==> src/rtl/truth_table_capture.sv <==
// Sweeps a 4-input function through all 16 vectors, captures its truth table, then streams
// the maxterm (zero) indices in ascending order. Optional golden compare: define TT_COMPARE_EN.
module truth_table_capture #(
    parameter int          SETTLE_CYCLES = 1,
    parameter logic [15:0] EXPECTED      = 16'hAC3C
) (
    input  logic        clk,
    input  logic        reset,
    input  logic        start,
    input  logic        f_in,
    output logic        a,
    output logic        b,
    output logic        c,
    output logic        d,
    output logic        busy,
    output logic        done,
    output logic [15:0] table_out,
    output logic [4:0]  mt_count,
    output logic        mt_valid,
    input  logic        mt_ready,
    output logic [3:0]  mt_idx,
    output logic        mt_last,
`ifdef TT_COMPARE_EN
    output logic        mismatch,
    output logic [15:0] diff,
`endif
    output logic [2:0]  state_dbg
);

    // Handshake: an index transfers on a rising edge where mt_valid && mt_ready; while
    // mt_valid is high and mt_ready low, mt_idx and mt_last stay stable.
    typedef enum logic [2:0] {
        IDLE   = 3'd0,
        SETTLE = 3'd1,
        SAMPLE = 3'd2,
        DUMP   = 3'd3,
        FIN    = 3'd4
    } state_t;

    localparam bit         SKIP_SETTLE = (SETTLE_CYCLES == 0);
    localparam logic [3:0] SETTLE_LAST = 4'(SETTLE_CYCLES - 1);

    state_t      state;
    logic [3:0]  vec;
    logic [3:0]  settle_cnt;
    logic [15:0] tbl_upd;
    logic [4:0]  cnt_upd;
    logic [4:0]  scan_from;
    logic [3:0]  next_zero;
    logic [3:0]  last_zero;

    function automatic logic [3:0] lowest_zero_from(input logic [15:0] t, input logic [4:0] from);
        logic [3:0] r;
        r = '0;
        for (int i = 15; i >= 0; i--) begin
            if ((5'(i) >= from) && !t[i]) r = 4'(i);
        end
        return r;
    endfunction

    function automatic logic [3:0] highest_zero(input logic [15:0] t);
        logic [3:0] r;
        r = '0;
        for (int i = 0; i < 16; i++) begin
            if (!t[i]) r = 4'(i);
        end
        return r;
    endfunction

    // The vector register drives the function inputs directly, so they are registered.
    assign {a, b, c, d} = vec;
    assign state_dbg    = state;

    always_comb begin
        tbl_upd      = table_out;
        tbl_upd[vec] = f_in;
    end

    assign cnt_upd   = mt_count + {4'd0, ~f_in};
    assign scan_from = mt_valid ? ({1'b0, mt_idx} + 5'd1) : 5'd0;
    assign next_zero = lowest_zero_from(table_out, scan_from);
    assign last_zero = highest_zero(table_out);

    always_ff @(posedge clk or posedge reset) begin
        if (reset) begin
            state      <= IDLE;
            vec        <= '0;
            settle_cnt <= '0;
            busy       <= 1'b0;
            done       <= 1'b0;
            table_out  <= '0;
            mt_count   <= '0;
            mt_valid   <= 1'b0;
            mt_idx     <= '0;
            mt_last    <= 1'b0;
        end else begin
            done <= 1'b0;
            case (state)
                IDLE: begin
                    if (start) begin
                        vec        <= '0;
                        settle_cnt <= '0;
                        table_out  <= '0;
                        mt_count   <= '0;
                        busy       <= 1'b1;
                        state      <= SKIP_SETTLE ? SAMPLE : SETTLE;
                    end
                end
                SETTLE: begin
                    if (settle_cnt == SETTLE_LAST) begin
                        settle_cnt <= '0;
                        state      <= SAMPLE;
                    end else begin
                        settle_cnt <= settle_cnt + 4'd1;
                    end
                end
                SAMPLE: begin
                    table_out <= tbl_upd;
                    mt_count  <= cnt_upd;
                    if (vec != 4'hF) begin
                        vec   <= vec + 4'd1;
                        state <= SKIP_SETTLE ? SAMPLE : SETTLE;
                    end else if (cnt_upd == 5'd0) begin
                        busy  <= 1'b0;
                        done  <= 1'b1;
                        state <= FIN;
                    end else begin
                        state <= DUMP;
                    end
                end
                DUMP: begin
                    // First DUMP cycle loads the lowest zero; each transfer loads the next one.
                    if (!mt_valid) begin
                        mt_valid <= 1'b1;
                        mt_idx   <= next_zero;
                        mt_last  <= (next_zero == last_zero);
                    end else if (mt_ready) begin
                        if (mt_last) begin
                            mt_valid <= 1'b0;
                            mt_last  <= 1'b0;
                            busy     <= 1'b0;
                            done     <= 1'b1;
                            state    <= FIN;
                        end else begin
                            mt_idx  <= next_zero;
                            mt_last <= (next_zero == last_zero);
                        end
                    end
                end
                FIN: begin
                    state <= IDLE;
                end
                default: begin
                    state <= IDLE;
                end
            endcase
        end
    end

`ifdef TT_COMPARE_EN
    logic        fin_entry;
    logic [15:0] fin_table;

    // Results are latched on the edge entering FIN so they are visible with the done pulse.
    assign fin_entry = ((state == SAMPLE) && (vec == 4'hF) && (cnt_upd == 5'd0)) ||
                       ((state == DUMP) && mt_valid && mt_ready && mt_last);
    assign fin_table = (state == SAMPLE) ? tbl_upd : table_out;

    always_ff @(posedge clk or posedge reset) begin
        if (reset) begin
            diff     <= '0;
            mismatch <= 1'b0;
        end else if ((state == IDLE) && start) begin
            diff     <= '0;
            mismatch <= 1'b0;
        end else if (fin_entry) begin
            diff     <= fin_table ^ EXPECTED;
            mismatch <= |(fin_table ^ EXPECTED);
        end
    end
`endif

endmodule

==> config.mk <==
export PLATFORM = sky130hd
export DESIGN_NAME = truth_table_capture
export DESIGN_NICKNAME = d
export VERILOG_FILES = /design/src/rtl/truth_table_capture.sv
export SDC_FILE = /design/constraint.sdc
export NUM_CORES = 1
export LEC_CHECK = 0
export CAP_MARGIN = 30
export CORE_ASPECT_RATIO = 1.2
export CORE_MARGIN = 2
export CORE_UTILIZATION = 44
export CTS_BUF_LIST = sky130_fd_sc_hd__clkbuf_2 sky130_fd_sc_hd__clkbuf_4 sky130_fd_sc_hd__clkbuf_8
export CTS_CLUSTER_DIAMETER = 120
export DETAILED_ROUTE_END_ITERATION = 12
export PLACE_DENSITY = 0.67
export SLEW_MARGIN = 20
export SYNTH_ARGS = -nofsm -noshare
export SYNTH_HDL_FRONTEND = slang
export SYNTH_SLANG_ARGS = --single-unit
==> constraint.sdc <==
create_clock -name clk -period 2.7 [get_ports clk]
set_input_delay 0.54 -clock clk [delete_from_list [all_inputs] [get_ports clk]]
set_output_delay 0.54 -clock clk [all_outputs]
set_load 0.01 [all_outputs]
==> run metrics <==
initial antenna violation count=0; number of vias after detailed routing=2731; clock group share of total power=14.9%; global-route total usage across every layer=a little over a fifth; Worst EP arrival=around 2.8 ns; IO Port Bufs=40; register area share after synthesis=around 35%; ranking of synthesized cells by area=dfrtp_1 35%, o21ai_0 5.1%, nand2_1 5.1%; number of clock sinks seen by CTS=40; highest ir drop seen on vdd=roughly 0.50 mV; number of hold violations in the final report=0; library cell with the largest summed area after synthesis=dfrtp_1; maximum number of pins on one net before global-route repair=41; Avg Synthesized Cell Area=about 8.4 sq um; per-cell via count in the routed design=5.80; GPL Wtd Cong=roughly 0.89; synthesis-stage register bit count=40; critical path data required time=2.90 ns; Clock Root Buffer=clkbuf_8; least setup slack across all paths after layout=0.122 ns; area of the core region=6130 sq um; instance area at placement=between 3000 and 4000 sq um; cell types with the highest counts after synthesis=40 x dfrtp_1, 38 x nand2_1, 29 x o21ai_0; number of violations of the max-capacitance limit=0; final std cells w/o fill=471; die width=slightly below 80 um; number of global-route vias before repair=approximately 2500; Ports=41; gate count of the mapped netlist=334; DR iter-0 viols=238; most frequent cell after synthesis=dfrtp_1; Initial Utilization=46.0%; Final Cell Area=3550 sq um; post-CTS setup repair buffer count=0; Diodes inserted=0; part of the total power dissipated in combinational logic=51.3%; later-pin clock latency in the skew report=around 0.29 ns; remaining design rule violation count=0; maximum operating frequency=0.388 GHz; Area growth, synth to finish=26.0%; maximum clock path buffer count=2; count of unique library cells instantiated by Yosys=58; endpoints failing setup=0; Internal Dissipation=0.00162 W; global route overflow=0; cell area after synthesis=2820 sq um; total power consumption of the routed design=0.00283 W; Cell Rows=31; Sw Share=42.7%; maximum net fanout on the critical path=6; CTS Buf Count=5; run status=finished, final reports clean; clock transition at the registers of the reported paths=0.07 ns; P_sw=0.00121 W; Period minus WS final=2.58 ns; Post-Route Setup TNS=0 ns; number of enable flip-flop cells after synthesis=0; FFs w/ async S/R, synth=100%; filler instances=587; post-route fraction of the period consumed by the critical path=95.5%; Setup crit start kind=flop; placed cell count=463; register-to-register setup slack=0.12 ns; Hold WC Path Type=reg2reg; cell leakage power=1.42 nW; Ys Warns=0; worst setup path class=reg2reg; die boundary height=roughly 90 um; Mapped Nets=348; part of the power in registers=33.9%; top cell type's share of synthesized area=35.5%; slew at the pin closest to its max-slew limit=slightly below 0.6 ns; area enclosed by the die boundary=7070 sq um; Max H-tree Level=2; # nets final=approximately 400; share of post-route cells with drive strength above 1=12.9%; critical path endpoint category=flop; wire length per cell=15.6 um; most used flip-flop cell after synthesis=dfrtp_1; first-pass GRT wire length=12200 um; Antenna Nets Post-Route=0; power density normalized to cell area=slightly below 800 nW/um^2; unrepaired setup endpoints after global routing=no; max-slew violation count=0; CTS tree=yes; Slew headroom=60.2%; Placement Setup Slack=-0.0576 ns; routed wire length=7360 um; final worst clock skew=0.00308 ns; Detail Placement HPWL=5510 um; number of detailed-routing iterations run before antenna repair=5
what timing repair did:
item / CTS / global route
gates resized for setup: 0 / 5
endpoints found under the setup margin: 0 / 1
hold buffers: 0 / 0
power groups by stage:
| stage | Clock [W] | Sequential (W) | Combinational (W) |
|---|---|---|---|
| after floorplan | 0 | 0.000922 | 0.000907 |
| after global placement | 0 | 0.000955 | 0.00144 |
| after detailed placement | 0 | 0.000958 | 0.00144 |
| after CTS | 0.000433 | 0.000949 | 0.00145 |
| after global routing | 0.000464 | 0.000982 | 0.00162 |
| final | 0.000420 | 0.000958 | 0.00145 |
critical path, cell delays in order, from the launching register on:
cell	delay, ns
dfrtp_1	0.39
ha_1	0.24
and4b_1	0.38
o22a_1	0.30
a21oi_2	0.09
a21o_1	0.17
a2111oi_2	0.38
nor2_1	0.15
xor2_1	0.19
o31ai_2	0.22
stage by stage:
stage,utilization [%],hold WS [ns]
global route,58.0,0.542
global placement,56.1,0.506
floorplan,-,0.475
detailed placement,56.1,0.503
CTS,57.7,0.512
finish,58.0,0.515
path summary, 6_finish.rpt:
path,cells after the start,startpoint,to
max,9,mt_idx[0]$_DFFE_PP0P_,mt_last$_DFFE_PP0P_
max reg2reg,9,mt_idx[0]$_DFFE_PP0P_,mt_last$_DFFE_PP0P_
min in group asynchronous,3,reset,mt_idx[1]$_DFFE_PP0P_
min reg2reg,1,settle_cnt[2]$_DFFE_PP0P_,settle_cnt[2]$_DFFE_PP0P_
min,1,settle_cnt[2]$_DFFE_PP0P_,settle_cnt[2]$_DFFE_PP0P_
max in group asynchronous,3,reset,mt_idx[2]$_DFFE_PP0P_
cell usage in the layout, fill, tap and decap left out, drive strengths merged, types with 3 or more instances in the layout:
cell type      instances
clkbuf                 7
o41ai                  5
ha                     9
nand2b                12
o21a                   3
o22ai                  3
a21boi                 4
nand3b                 5
xor2                   3
mux2                   4
o31ai                 14
a31oi                  6
o221ai                 5
inv                   15
nand2                 38
nand3                 14
buf                   26
nor2b                  5
and3                   3
nand4                  3
o21ai                 29
a21oi                 13
and2                   3
nor2                  24
dfrtp                 40
o311ai                 7
o211ai                13
clkdlybuf4s50         40
nor3                   6
area by class of cell:
class                           count  area (sq um)  area share [%]
Sequential cell                    40          1000            28.2
Inverter                           15          56.3            1.58
Tap cell                           82           103            2.89
Clock inverter                      1          7.51           0.211
Multi-Input combinational cell    260          1700            47.8
Timing Repair Buffer               66           596            16.8
Clock buffer                        7          90.1            2.53
layer usage:
metal	vias up	wire (um)	track usage (%)
met1	1261	3220	26.8
li1	1374	-	-
met5	-	0	0
met2	85	3680	37.3
met4	0	163	6.99
met3	11	296	2.46
cells by family (layout without fill, tap and decap cells):
kind of cell / after synthesis / count (layout) / share of synthesized area, %
AO/OA/AOI/OAI: 121 / 121 / 30.8
adder cells (fa/ha/maj): 9 / 9 / 3.99
XOR/XNOR: 3 / 3 / 1.20
flip-flops: 40 / 40 / 35.5
AND/OR/NAND/NOR: 122 / 122 / 21.5
buffers and inverters: 34 / 89 / 4.92
multiplexers: 5 / 5 / 2.08
registers in the layout, summed over array words and instances (netlist names):
register    flops
busy            1
done            1
mt_count        5
mt_idx          4
mt_last         1
mt_valid        1
settle_cnt      4
state_dbg       3
table_out      16
vec             4
Note: power is estimated with default switching activity, not from simulation.
